[config.mk]
export PLATFORM = sky130hd
export DESIGN_NAME = inst_loader
export DESIGN_NICKNAME = d
export VERILOG_FILES = /design/src/rtl/inst_loader.sv
export SDC_FILE = /design/constraint.sdc
export NUM_CORES = 1
export LEC_CHECK = 0
export BUFFER_PORTS_ARGS = -buffer_cell sky130_fd_sc_hd__clkbuf_2
export CAP_MARGIN = 10
export CORE_ASPECT_RATIO = 1.5
export CORE_UTILIZATION = 40
export CTS_CLUSTER_SIZE = 30
export DETAILED_ROUTE_END_ITERATION = 10
export SLEW_MARGIN = 40
export SYNTH_ARGS = -nofsm -noshare
export SYNTH_HDL_FRONTEND = slang
export SYNTH_SLANG_ARGS = --single-unit
[constraint.sdc]
create_clock -name clock_i -period 5.22 [get_ports clock_i]
set_clock_uncertainty 0.15 [all_clocks]
set_input_delay 1.044 -clock clock_i [delete_from_list [all_inputs] [get_ports clock_i]]
set_output_delay 1.044 -clock clock_i [all_outputs]
set_load 0.01 [all_outputs]
[src/rtl/inst_loader.sv]
// Serial instruction loader: assembles big-endian words from a byte stream and
// writes them sequentially into instruction memory until a halt word or memory full.
module inst_loader #(
    parameter int                 NB_DATA    = 32,
    parameter int                 NBYTE      = 8,
    parameter int                 N_ELEMENTS = 128,
    parameter int                 NB_ADDR    = 7,
    parameter logic [NB_DATA-1:0] HALT_WORD  = 32'hFFFFFFFF
) (
    input  logic               clock_i,
    input  logic               reset_i,
    input  logic               start_i,
    input  logic [NBYTE-1:0]   rx_data_i,
    input  logic               rx_done_i,
    output logic               en_write_o,
    output logic [NB_ADDR-1:0] addr_o,
    output logic [NB_DATA-1:0] data_o,
    output logic               busy_o,
    output logic               load_done_o,
    output logic [NB_ADDR:0]   words_o
);

    localparam int                 BYTES_PER_WORD = NB_DATA / NBYTE;
    localparam int                 CNT_W          = $clog2(BYTES_PER_WORD);
    localparam logic [CNT_W-1:0]   LAST_BYTE      = CNT_W'(BYTES_PER_WORD - 1);
    localparam logic [NB_ADDR-1:0] LAST_ADDR      = NB_ADDR'(N_ELEMENTS - 1);

    typedef enum logic [1:0] {IDLE, RECEIVE, WRITE, DONE} state_t;

    state_t             state_q, state_d;
    logic [NB_ADDR-1:0] addr_q;
    logic [NB_DATA-1:0] data_q;
    logic [NB_DATA-1:0] shift_q;
    logic [CNT_W-1:0]   cnt_q;
    logic [NB_ADDR:0]   words_q;

    logic [NB_DATA-1:0] shift_next;
    logic [NB_DATA-1:0] first_byte;
    logic               last_word;

    assign shift_next = {shift_q[NB_DATA-NBYTE-1:0], rx_data_i};
    assign first_byte = {{(NB_DATA-NBYTE){1'b0}}, rx_data_i};
    // The session ends on the halt marker or once the top address has been written.
    assign last_word  = (data_q == HALT_WORD) || (addr_q == LAST_ADDR);

    always_ff @(posedge clock_i or negedge reset_i) begin
        if (!reset_i) begin
            state_q <= IDLE;
        end else begin
            state_q <= state_d;
        end
    end

    always_comb begin
        state_d = state_q;
        case (state_q)
            IDLE: begin
                if (start_i) state_d = RECEIVE;
            end
            RECEIVE: begin
                if (!start_i)                               state_d = IDLE;
                else if (rx_done_i && (cnt_q == LAST_BYTE)) state_d = WRITE;
            end
            WRITE: begin
                if (!start_i)      state_d = IDLE;
                else if (last_word) state_d = DONE;
                else               state_d = RECEIVE;
            end
            DONE: begin
                if (!start_i) state_d = IDLE;
            end
            default: state_d = IDLE;
        endcase
    end

    always_comb begin
        en_write_o  = 1'b0;
        busy_o      = 1'b0;
        load_done_o = 1'b0;
        case (state_q)
            RECEIVE: busy_o = 1'b1;
            WRITE: begin
                busy_o     = 1'b1;
                en_write_o = 1'b1;
            end
            DONE:    load_done_o = 1'b1;
            default: ;
        endcase
    end

    always_ff @(posedge clock_i or negedge reset_i) begin
        if (!reset_i) begin
            addr_q  <= '0;
            data_q  <= '0;
            shift_q <= '0;
            cnt_q   <= '0;
            words_q <= '0;
        end else begin
            case (state_q)
                IDLE: begin
                    if (start_i) begin
                        addr_q  <= '0;
                        shift_q <= '0;
                        cnt_q   <= '0;
                        words_q <= '0;
                    end
                end
                RECEIVE: begin
                    if (start_i && rx_done_i) begin
                        if (cnt_q == LAST_BYTE) begin
                            data_q  <= shift_next;
                            shift_q <= '0;
                            cnt_q   <= '0;
                        end else begin
                            shift_q <= shift_next;
                            cnt_q   <= cnt_q + CNT_W'(1);
                        end
                    end
                end
                WRITE: begin
                    words_q <= words_q + (NB_ADDR+1)'(1);
                    // A byte arriving alongside the write starts the next word.
                    if (start_i && !last_word) begin
                        addr_q <= addr_q + NB_ADDR'(1);
                        if (rx_done_i) begin
                            shift_q <= first_byte;
                            cnt_q   <= CNT_W'(1);
                        end
                    end
                end
                DONE: ;
                default: ;
            endcase
        end
    end

    assign addr_o  = addr_q;
    assign data_o  = data_q;
    assign words_o = words_q;

endmodule
==> results.md <==
* DR pass1 iterations at 4
* Measured slew at the worst slew-check pin at 0.701 ns
* Worst-path fanout max at 13
* DRC viols at 0
* P&R area growth vs syn at 20.8%
* Final critical-path required period at 2.69 ns
* Pint at 1.26 mW
* PortBufs at 61
* Switch Pwr at 0.598 mW
* Comb power frac at 30.1%
* Starting density of the core at 42.0%
* Vias per cell at 4.96
* Grt total ovfl at 0
* Cts hold-fix bufs at 0
* Fin worst setup slack at 2.53 ns
* DRC violation total after the first TritonRoute iteration at 165
* Crit path DAT at 1.50 ns
* Clock power share at 32.8%
* Critical Path Sink: en_write_o
* Clock buffer depth at 2
* Sequential share of the synthesized area at 55.1%
* Ys Warns at 0
* Wirelength, routed at 6.87 mm
* Vias at 2454
* Ranking of synthesized cells by area: dfrtp_1 55%, mux2i_1 8.5%, nand2_1 7.5%
* Final setup fails at 0
* Pleak at 2.08 nW
* PostCTS Resize Cnt at 0
* Sw Share at 32.2%
* R2R depth at 9
* Outcome: finished clean
* Die extent in y at 115 um
* Vias in the first global route at 2463
* Die Span X at 77.3 um
* Slew headroom at 53.2%
* CP Capture Type: primary output
* Max-Cap Viols at 0
* Drt wl/cell at 13.9 um
* #FFs+latches synth at 75
* Clk sink count at 75
* Total negative slack at 0 ns
* Final non-filler cell total at 495
* Setup bufs post-CTS at 0
* First-pass GRT wire length at 11.6 mm
* Clk root buf: clkbuf_16
* Fin. Hold Viols at 0
* Seq pwr share at 37.1%
* Diodes inserted at 0
* CTS H-Tree Depth at 3
* Initial antenna violation count at 0
* Final nets at 405
* CTS tree: yes
* Leading area contributor after synthesis: dfrtp_1
* GRT Total Usage at 17.0%
* Gpl congestion at 0.751
* RSZ-0062 raised after global routing: no
* Peak VDD IR at 250 uV
* Skew-Pair Late Insertion Delay at 0.33 ns
* # rows at 40
* Syn Inst Count at 323
* FMAX at 0.372 GHz
* CP Class: flip-flop to primary output
* DP HPWL at 4.76 mm
* Reg2reg setup slack at 2.75 ns
* Synth Cell Area at 3410 um2
* Dpl ws at 2.37 ns
* Avg Synthesized Cell Area at 10.5 um2
* Final core area utilization at 50.7%
* Critical Path Start: state_q[0]
* Num CTS Buffers at 9
* Yosys top cell area share at 55.1%
* Critical Path RT at 4.03 ns
* Core area at 8110 um2
* Crit share post-route at 51.5%
* Reg clk slew, reported paths at 0.05 ns
* Pwr Density at 451 nW/um2
* Syn_nets at 342
* Netlist cell types at 38
* Worst hold path class: flip-flop to flip-flop
* Post-DRT Antenna Nets at 0
* Dpl cells at 480
* Max-slew violation count at 0
* R2R Path Start: state_q[0]
* Die footprint at 8890 um2
* Largest net degree at the start of global routing at 57
* Worst setup SP type: flip-flop
* Critical R2R Capture: shift_q[6]
* Layout cells sized above 1 at 24.9%
* Top Ports at 62
-- layout make-up --
class / count / area, um2
clock buffers: 11 / 243
clock inverters: 4 / 51.3
fillers: 800 / 4000
inverters: 30 / 113
multi-input cells: 205 / 1340
flip-flops and latches: 75 / 1880
well taps: 105 / 131
repair buffers: 65 / 363
-- routing by layer --
| metal | GRT usage [%] | vias up | wire length, um |
|---|---|---|---|
| li1 | - | 1221 | - |
| met1 | 21.5 | 1173 | 3240 |
| met2 | 27.3 | 52 | 3300 |
| met3 | 3.73 | 8 | 223 |
| met4 | 8.93 | 0 | 116 |
| met5 | 0 | - | 0 |
-- how the worst min path moves through the flow --
stage / startpoint / end / slack [ns] / depth (start not counted)
floorplan: cnt_q[1] / cnt_q[1] / 0.32 / 1
global placement: cnt_q[1] / cnt_q[1] / 0.33 / 1
detailed placement: cnt_q[1] / cnt_q[1] / 0.34 / 1
CTS: cnt_q[1] / cnt_q[1] / 0.35 / 1
global route: cnt_q[1] / cnt_q[1] / 0.37 / 1
finish: cnt_q[1] / cnt_q[1] / 0.35 / 1
-- Yosys cell counts (all sizes together) --
cell type / n
a211oi: 2
a21boi: 1
a21o: 2
a21oi: 6
a22o: 1
a2bb2oi: 2
a311oi: 1
a32o: 1
a41o: 1
and3: 5
buf: 4
clkbuf: 9
dfrtp: 75
ha: 7
inv: 30
mux2: 9
mux2i: 29
nand2: 68
nand2b: 1
nand3: 2
nand4: 15
nand4b: 1
nor2: 7
nor4: 2
o21ai: 35
o21bai: 1
o31ai: 1
or3: 2
xor2: 3
-- per-stage QoR --
stage | hold slack [ns] | area [um2] | power, mW
after CTS | 0.352 | 4110 | 1.88
after detailed placement | 0.340 | 3820 | 1.26
after floorplan | 0.318 | 3410 | 1.13
after global routing | 0.365 | 4110 | 1.96
final | 0.345 | 4110 | 1.85
after global placement | 0.329 | 3770 | 1.19
-- cells in the final DEF, fill, tap and decap left out, types with 3 or more instances in the layout --
cell type / instances
a21oi_1: 5
o21ai_0: 33
and3_1: 5
mux2i_1: 29
nand2_1: 68
clkbuf_2: 60
clkbuf_16: 9
dfrtp_1: 75
mux2_2: 8
nor2_1: 6
xor2_1: 3
ha_1: 7
inv_1: 28
nand4_1: 14
-- worst max-delay path, stage by stage, from the launching register on --
cell      delay [ns]
dfrtp_1         0.42
inv_1           0.10
ha_1            0.43
clkbuf_2        0.22
-- registers in the layout (all words and copies together), names as in the netlist --
name	cells
shift_q	24
addr_o	7
data_o	32
state_q	2
words_o	8
cnt_q	2
-- cell families (layout without fill, tap and decap cells) --
group,Yosys count,after routing,share of synthesized area [%]
flip-flops,75,75,55.1
multiplexers,38,38,11.5
buffers and inverters,43,110,5.99
AND/OR/NAND/NOR,103,103,14.5
AO/OA/AOI/OAI,54,54,9.52
XOR/XNOR,3,3,0.772
adder cells (fa/ha/maj),7,7,2.57
-- power by group through the flow --
stage	Combinational, mW	Clock [mW]	Sequential (mW)
2_1_floorplan	0.439	0	0.694
3_3_place_gp	0.497	0	0.695
3_5_place_dp	0.565	0	0.698
4_1_cts	0.567	0.625	0.688
5_1_grt	0.617	0.648	0.695
6_report	0.559	0.608	0.688
No activity file was read; power rests on OpenSTA's default activity.
